File: src/rtl/run_mon_pkg.sv
// Shared definitions for the CPU run monitor: the 2-bit run state encoding.
package run_mon_pkg;

  localparam int STATE_W = 2;

  typedef logic [STATE_W-1:0] state_t;

  localparam logic [1:0] HOLD    = 2'd0;
  localparam logic [1:0] RUN     = 2'd1;
  localparam logic [1:0] HALTED  = 2'd2;
  localparam logic [1:0] TIMEOUT = 2'd3;

endpackage

File: src/rtl/run_mon_counter.sv
// Up-counter with synchronous clear and optional saturation at all-ones.
module run_mon_counter #(
  parameter int W = 16
) (
  input  logic         clk,
  input  logic         clear,
  input  logic         enable,
  input  logic         saturate,
  output logic [W-1:0] count
);

  // Clear dominates; when saturating, the all-ones value is sticky.
  always_ff @(posedge clk) begin
    if (clear) begin
      count <= '0;
    end else if (enable && !(saturate && (count == {W{1'b1}}))) begin
      count <= count + W'(1);
    end
  end

endmodule

File: src/rtl/cpu_run_monitor.sv
// Run-control wrapper for the CPU core: reset hold, run/halt/timeout tracking.
// Define RUN_MON_INSTR_COUNT_EN to add the instr_retired input and instr_count output.
module cpu_run_monitor
  import run_mon_pkg::*;
#(
  parameter int RESET_HOLD_CYCLES = 5,
  parameter int TIMEOUT_CYCLES    = 2000,
  parameter int CNT_W             = 16
) (
  input  logic             clk,
  input  logic             reset,
  input  logic             start,
  input  logic             cpu_halt,
`ifdef RUN_MON_INSTR_COUNT_EN
  input  logic             instr_retired,
  output logic [CNT_W-1:0] instr_count,
`endif
  output logic             cpu_reset,
  output logic             running,
  output logic             done,
  output logic             timed_out,
  output logic [CNT_W-1:0] cycle_count,
  output state_t           state
);

  localparam int HOLD_W = (RESET_HOLD_CYCLES > 1) ? $clog2(RESET_HOLD_CYCLES) : 1;

  logic [HOLD_W-1:0] hold_count;
  state_t            next_state;
  logic              start_accept;
  logic              hold_last;
  logic              at_limit;
  logic              counters_clear;

  assign start_accept   = start && ((state == HALTED) || (state == TIMEOUT));
  assign hold_last      = (hold_count == HOLD_W'(RESET_HOLD_CYCLES - 1));
  assign at_limit       = (cycle_count == CNT_W'(TIMEOUT_CYCLES - 1));
  assign counters_clear = reset || start_accept;

  // Halt is checked before the timeout limit so a halt on the last cycle wins.
  always_comb begin
    next_state = state;
    case (state)
      HOLD:    if (hold_last) next_state = RUN;
      RUN: begin
        if (cpu_halt)      next_state = HALTED;
        else if (at_limit) next_state = TIMEOUT;
      end
      HALTED:  if (start) next_state = HOLD;
      TIMEOUT: if (start) next_state = HOLD;
      default: next_state = HOLD;
    endcase
  end

  // Status outputs are registered from next_state so they line up with state.
  always_ff @(posedge clk) begin
    if (reset) begin
      state     <= HOLD;
      cpu_reset <= 1'b1;
      running   <= 1'b0;
      done      <= 1'b0;
      timed_out <= 1'b0;
    end else begin
      state     <= next_state;
      cpu_reset <= (next_state == HOLD) || (next_state == TIMEOUT);
      running   <= (next_state == RUN);
      done      <= (next_state == HALTED) || (next_state == TIMEOUT);
      timed_out <= (next_state == TIMEOUT);
    end
  end

  run_mon_counter #(.W(HOLD_W)) u_hold_counter (
    .clk      (clk),
    .clear    (counters_clear),
    .enable   ((state == HOLD) && !hold_last),
    .saturate (1'b0),
    .count    (hold_count)
  );

  // Bounded by TIMEOUT_CYCLES, so no saturation is needed here.
  run_mon_counter #(.W(CNT_W)) u_cycle_counter (
    .clk      (clk),
    .clear    (counters_clear),
    .enable   ((state == RUN) && !cpu_halt),
    .saturate (1'b0),
    .count    (cycle_count)
  );

`ifdef RUN_MON_INSTR_COUNT_EN
  run_mon_counter #(.W(CNT_W)) u_instr_counter (
    .clk      (clk),
    .clear    (counters_clear),
    .enable   ((state == RUN) && instr_retired),
    .saturate (1'b1),
    .count    (instr_count)
  );
`endif

endmodule
File: config.mk
export PLATFORM = sky130hd
export DESIGN_NAME = cpu_run_monitor
export DESIGN_NICKNAME = d
export VERILOG_FILES = /design/src/rtl/run_mon_pkg.sv /design/src/rtl/run_mon_counter.sv /design/src/rtl/cpu_run_monitor.sv
export SDC_FILE = /design/constraint.sdc
export NUM_CORES = 1
export LEC_CHECK = 0
export CELL_PAD_IN_SITES_DETAIL_PLACEMENT = 1
export CELL_PAD_IN_SITES_GLOBAL_PLACEMENT = 1
export CORE_ASPECT_RATIO = 0.9
export CORE_MARGIN = 5
export CORE_UTILIZATION = 42
export CTS_CLUSTER_SIZE = 8
export DETAILED_ROUTE_END_ITERATION = 8
export DONT_BUFFER_PORTS = 1
export PLACE_DENSITY = 0.83
export REMOVE_ABC_BUFFERS = 1
export SETUP_SLACK_MARGIN = 0.02
export SYNTH_ARGS = -nofsm -noshare
export SYNTH_HDL_FRONTEND = slang
export SYNTH_HIERARCHICAL = 1
export SYNTH_SLANG_ARGS = --single-unit
File: constraint.sdc
create_clock -name clk -period 2.2 [get_ports clk]
set_input_delay 0.44 -clock clk [delete_from_list [all_inputs] [get_ports clk]]
set_output_delay 0.44 -clock clk [all_outputs]
set_load 0.05 [all_outputs]
Yosys cells after proc, flatten, opt, wreduce, memory -nomap -nowiden:

Index checks and enable logic that the tools add are counted.

* multipliers: 0
* mux-type cells: 5
* $lt $le $gt $ge: 0
* bitwise logic cells: 0
* equality and inequality tests: 8
* reductions and logical operators: 12
* div/mod/pow operators: 0
* shifts and indexed selects: 0
* $add $sub $neg: 2

Operator list (count)
* $add A16 B1 Y16 const B: 1
* $eq A16 B11 Y1 const B: 1
* $eq A2 B2 Y1 const B: 4
* $mux W2: 4
* $pmux W2 S3: 1
* $eq A2 B1 Y1 const B: 2
* $logic_not A2 Y1: 2
* $logic_or A1 B1 Y1: 4
* $add A3 B1 Y3 const B: 1
* $eq A3 B3 Y1 const B: 1
* $logic_and A1 B1 Y1: 3
* $logic_not A1 Y1: 2
* $reduce_or A2 Y1: 1

* latch bits: 0
* RAM bits: 0
* register bits: 25
* memories: 0
* bits in read-only memories: 0
* logic and storage cells: 34

Logic depth before layout (Yosys ltp):

Gate-level depths: netlist (run 1).

* word-level depth: 6
* depth in mapped cells: 7
* depth with buffers taken out: 6

Modules after synthesis:

Netlist (run 1), hierarchy kept.

Modules (own cells, without submodules)
* run_mon_counter at u_cycle_counter: area an instance 910.9 sq um, cells an instance 102, seq. area each 320.3 sq um, instances 1
* cpu_run_monitor: area an instance 355.3 sq um, cells an instance 37, seq. area each 120.1 sq um, instances 1
* run_mon_counter at u_hold_counter: area an instance 173.9 sq um, cells an instance 15, seq. area each 60.1 sq um, instances 1

Least setup slack after synthesis (run 1):

Ideal clock, no wire load.

* path kind: register to register
* start point: reg state[0]
* end point: reg u_cycle_counter.count[15]
* stages on the path, launching flop included: 6
* path buffers: 0
* required time: 2.079 ns
* period minus slack after synthesis: 2.387 ns
* slack: -0.187 ns
* data arrival time: 2.266 ns
* path through: dfxtp_1 nor3b_1 and4_4 nor4b_4 nor3b_2 mux2_2

* cells in the longest elaborated chain, start to end: 4

Ends and longest elaborated chain
* start: declaration: RTL line cpu_run_monitor.sv:23 `output state_t state`
* start signal: assignment: RTL line cpu_run_monitor.sv:64 `state <= next_state;`
* $eq A2 B2 Y1: RTL line cpu_run_monitor.sv:35 `assign start_accept = start && ((state == HALTED) || (state == TIMEOUT));`
* $logic_or A1 B1 Y1: RTL line cpu_run_monitor.sv:35
* $logic_and A1 B1 Y1: RTL line cpu_run_monitor.sv:35
* $logic_or A1 B1 Y1: RTL line cpu_run_monitor.sv:38 `assign counters_clear = reset || start_accept;`
* end signal: assignment: RTL line run_mon_counter.sv:17 `count <= count + W'(1);`
* end: declaration: RTL line run_mon_counter.sv:9 `output logic [W-1:0] count`

Several ways; a longest one is shown, not always the timed one.
A chain may end at the register's enable or synchronous reset.

Final worst setup path (run 1):

* start point: reg state[1]
* end point: reg cpu_reset

* cells in the longest elaborated chain, start to end: 5

Ends and longest elaborated chain
* $eq A2 B2 Y1 or $mux W2 (tied branches): RTL line cpu_run_monitor.sv:43, cpu_run_monitor.sv:47
* $reduce_or A2 Y1 (no source line) or $mux W2 (tied branches)
* $pmux W2 S3 *: RTL line cpu_run_monitor.sv:43 `case (state)`
* via next_state[1]: RTL line cpu_run_monitor.sv:29 `state_t next_state;`
* $eq A2 B2 Y1 or $logic_not A2 Y1 (tied branches): RTL line cpu_run_monitor.sv:65 `cpu_reset <= (next_state == HOLD) || (next_state == TIMEOUT);`
* $logic_or A1 B1 Y1 *: RTL line cpu_run_monitor.sv:65
* end signal: assignment: RTL line cpu_run_monitor.sv:65
* end: declaration: RTL line cpu_run_monitor.sv:18 `output logic cpu_reset,`

The timed path passes the listed nets; every way through them passes the cells marked *.

==> impl_summary.txt, run 1 <==
----------------------------------------------------
[Status]
  Result of the run ... finished, final reports clean

[Clock tree]
  CTS clock-pin slew for the worst setup and hold paths ... 90 ps
  Root buffer cell ... sky130_fd_sc_hd__clkbuf_8
  Total of hold buffers inserted after clock tree synthesis ... 0
  Total of cells resized after clock tree synthesis ... 0
  Clock tree from TritonCTS ... built
  Num Clock Sinks ... 25
  Total CTS buffers ... 3
  CTS H-Tree Depth ... 1
  Total setup buffers inserted after CTS ... 0
  Clock insertion delay at the later pin of the skew report ... 270 ps
  Maximum buffer depth of the clock tree ... 2

[Yosys]
  Share of async-settable or async-resettable flops after synthesis ... 0%
  Gate count after technology mapping ... 154
  Count of flip-flops with a built-in enable after synthesis ... 0
  Most used DFF post-synth ... sky130_fd_sc_hd__dfxtp_1
  Most numerous cell in the Yosys netlist ... sky130_fd_sc_hd__dfxtp_1
  Ranking of synthesized cells by area ... sky130_fd_sc_hd__dfxtp_1, sky130_fd_sc_hd__ha_1, sky130_fd_sc_hd__a21oi_1, sky130_fd_sc_hd__mux2i_1, sky130_fd_sc_hd__nor3_1
  Share of Yosys cell area claimed by the top area cell type ... roughly a third
  Cell area after synthesis ... about 0.0014 sq mm
  Fraction of the yosys area taken by sequential cells ... between 30% and 40%
  Flops & latches, synth ... 25
  Most instantiated cells after synthesis ... sky130_fd_sc_hd__dfxtp_1, sky130_fd_sc_hd__a21oi_1, sky130_fd_sc_hd__nor2_1, sky130_fd_sc_hd__nand2_1, sky130_fd_sc_hd__nor3_1
  Yosys warning count ... 6
  Post-synth top area cell ... sky130_fd_sc_hd__dfxtp_1
  Average footprint of a synthesized cell ... 9.35 sq um
  Distinct cell type count after synthesis ... 54

[Global routing]
  Total routing usage reported by global routing ... between 15 and 20%
  Initial antenna violation count ... 0
  Largest net degree at the start of global routing ... 15
  Wire length of the first global-routing pass ... about 6400 microns
  Via count of the first global-routing pass ... 1,321
  Global-route congestion overflow total ... 0

[Route]
  Drt initial violations ... 32
  Number of nets with antenna violations after detailed routing ... 0
  WL final ... 3740 microns
  # DRC ... 0
  Final routed wire length divided by cell count ... between 15 and 20 microns
  Via count ... ~1,200
  Number of detailed-route iterations in the first pass ... 4
  Routed vias/inst ... 5.64

[Layout]
  Antenna Diode Count ... 0
  Share of final-layout standard cells stronger than drive strength 1 ... 26.1%
  Final-layout fill cell count ... 417
  Final net count ... between 150 and 200
  Signed area change from the synthesized netlist to the final layout ... 16.6%

[Timing]
  Normalized max-slew margin ... 31.2%
  RSZ-0062 raised after global routing ... false
  Achievable Freq ... about 500 MHz
  Post-Route Hold Slack ... 229 ps
  Final-report hold violation count ... 0
  Layout Skew ... 3.47 ps
  Final critical-path required period ... 1990 ps
  Measured slew at the worst slew-check pin ... between 1000 and 1500 ps
  Max-slew violation count ... 0
  Endpoints failing setup ... 0
  Accumulated negative setup slack ... 0 ps
  Final cycle utilization of the critical path ... 90.4%

[Flow run]
  Number of max-capacitance violations reported ... 0

[Hold path]
  Hold crit path type ... primary input to flop
  Worst hold path cell count ... 1
  Critical hold path startpoint ... reset
  Worst min-delay path endpoint ... timed_out$_SDFF_PP0_

[Floorplanning]
  Die area ... 0.00470 sq mm
  IO Count ... 26
  Horizontal extent of the die ... 71.7 microns
  Std cell rows ... 20
  Die height ... 65.6 microns
  Standard cell core area ... 0.00335 sq mm
  Starting utilization of the core area ... 42.9%

[Critical path]
  Type of the worst setup path ... flop to flop
  Peak fanout along the critical path ... 8
  Critical Path AT ... 2150 ps
  Worst setup EP type ... flop
  Startpoint class of the critical path ... flop
  Number of cells on the worst reg-to-reg path ... 5
  Setup slack on the worst flop-to-flop path ... between 200 and 250 ps
  Crit path required time ... 2360 ps
  RR Startpoint ... state[1]$_SDFF_PP0_
  Critical R2R Capture ... cpu_reset$_SDFF_PP1_

[Placement]
  IO buf count ... 0
  Gp weighted congestion ... 0.841
  Total half-perimeter wirelength after legalization and detailed placement ... 2960 microns

[Pwr]
  VDD IR-drop max ... 0.434 mV
  Power density over the cells ... 591 mW/mm^2
  Leakage power ... 0.699 nW

----------------------------------------------------
-- worst max path at each step --
stage	slack [ps]	depth (start not counted)	to	start
CTS	190	5	u_cycle_counter/count[15]$_SDFFE_PP0P_	state[1]$_SDFF_PP0_
detailed placement	190	5	u_cycle_counter/count[15]$_SDFFE_PP0P_	cpu_halt
global placement	280	5	u_cycle_counter/count[15]$_SDFFE_PP0P_	cpu_halt
finish	210	5	cpu_reset$_SDFF_PP1_	state[1]$_SDFF_PP0_
global route	80	5	u_cycle_counter/count[15]$_SDFFE_PP0P_	state[1]$_SDFF_PP0_
floorplan	-190	5	u_cycle_counter/count[15]$_SDFFE_PP0P_	state[0]$_SDFF_PP0_
-- power breakdown --
part           switching, W  internal, W  total (W)  leakage [nW]
Combinational     0.0000937    0.0000837   0.000177         0.472
Sequential        0.0000536     0.000486   0.000539         0.202
Clock              0.000148     0.000127   0.000275        0.0255
Total              0.000295     0.000696   0.000992         0.699
-- placed cells by master, fill, tap and decap left out, types with 3 or more instances in the layout --
| master | count |
|---|---|
| sky130_fd_sc_hd__dfxtp_1 | 25 |
| sky130_fd_sc_hd__buf_4 | 22 |
| sky130_fd_sc_hd__a21oi_1 | 12 |
| sky130_fd_sc_hd__nor2_1 | 10 |
| sky130_fd_sc_hd__nand2_1 | 8 |
| sky130_fd_sc_hd__nor3_1 | 8 |
| sky130_fd_sc_hd__inv_1 | 6 |
| sky130_fd_sc_hd__ha_1 | 6 |
| sky130_fd_sc_hd__mux2i_1 | 5 |
| sky130_fd_sc_hd__nand4_1 | 5 |
| sky130_fd_sc_hd__nor2b_1 | 4 |
| sky130_fd_sc_hd__a31oi_1 | 4 |
| sky130_fd_sc_hd__nand2b_1 | 4 |
| sky130_fd_sc_hd__nor3b_1 | 3 |
| sky130_fd_sc_hd__a21o_1 | 3 |
| sky130_fd_sc_hd__clkbuf_8 | 3 |
| sky130_fd_sc_hd__nand3_1 | 3 |
-- metrics by stage --
step	setup WS (ps)	cells	util [%]	total power [W]	instance area [sq um]
final	211	220	50.1	0.000992	1680
after CTS	195	220	50.1	0.00101	1680
after detailed placement	194	216	48.7	0.000732	1630
after global placement	278	216	48.7	0.000713	1630
after global routing	84.3	220	50.1	0.00105	1680
after floorplan	-187	150	-	0.000682	1410
-- kinds of logic (layout without fill, tap and decap cells) --
logic type | Yosys count | after routing | share of synthesized area, %
buf+inv | 11 | 32 | 3.74
simple gates | 69 | 69 | 33.5
other cells | 1 | 2 | 0.260
mux | 7 | 7 | 5.30
flops | 25 | 25 | 34.8
compound gates | 35 | 35 | 17.2
fa+ha+maj | 6 | 6 | 5.21
-- routing by layer --
| metal | routed length, microns | global-route usage [%] | vias to the layer above |
|---|---|---|---|
| li1 | - | - | 624 |
| met1 | 1650 | 20.4 | 589 |
| met2 | 1890 | 31.2 | 25 |
| met3 | 179 | 4.74 | 2 |
| met4 | 17 | 3.52 | 0 |
| met5 | 0 | 0 | - |
-- critical path, cell delays in order, from the launching register on --
cell and delay (ps):
sky130_fd_sc_hd__dfxtp_1 480, sky130_fd_sc_hd__buf_4 270, sky130_fd_sc_hd__a21oi_1 140, sky130_fd_sc_hd__a221oi_1 410
sky130_fd_sc_hd__ha_1 300, sky130_fd_sc_hd__or2_2 270
-- flip-flops by register name, summed over array words and instances (netlist names) --
register and flops:
u_cycle_counter/count 16, u_hold_counter/count 3, state 2, cpu_reset 1, done 1, running 1
timed_out 1
-- final cells by class --
class,count,area [sq um],share of cell area (%)
timing repair buffer,22,165,9.84
clock inverter,1,5.00,0.298
tap,44,55.1,3.28
clock buffer,3,41.3,2.46
sequential,25,500,29.8
multi-input combinational,119,890,53.0
inverter,6,22.5,1.34
No activity file was read; power rests on OpenSTA's default activity.
==> run 2: changes to the inputs <==
--- a/config.mk
+++ b/config.mk
@@ -13,6 +13,7 @@
 export CTS_CLUSTER_SIZE = 8
 export DETAILED_ROUTE_END_ITERATION = 8
 export DONT_BUFFER_PORTS = 1
+export GPL_ROUTABILITY_DRIVEN = 1
 export PLACE_DENSITY = 0.83
 export REMOVE_ABC_BUFFERS = 1
 export SETUP_SLACK_MARGIN = 0.02
==> results of run 2 <==
The final DEF is identical to that of run 1; final timing and power are the same.
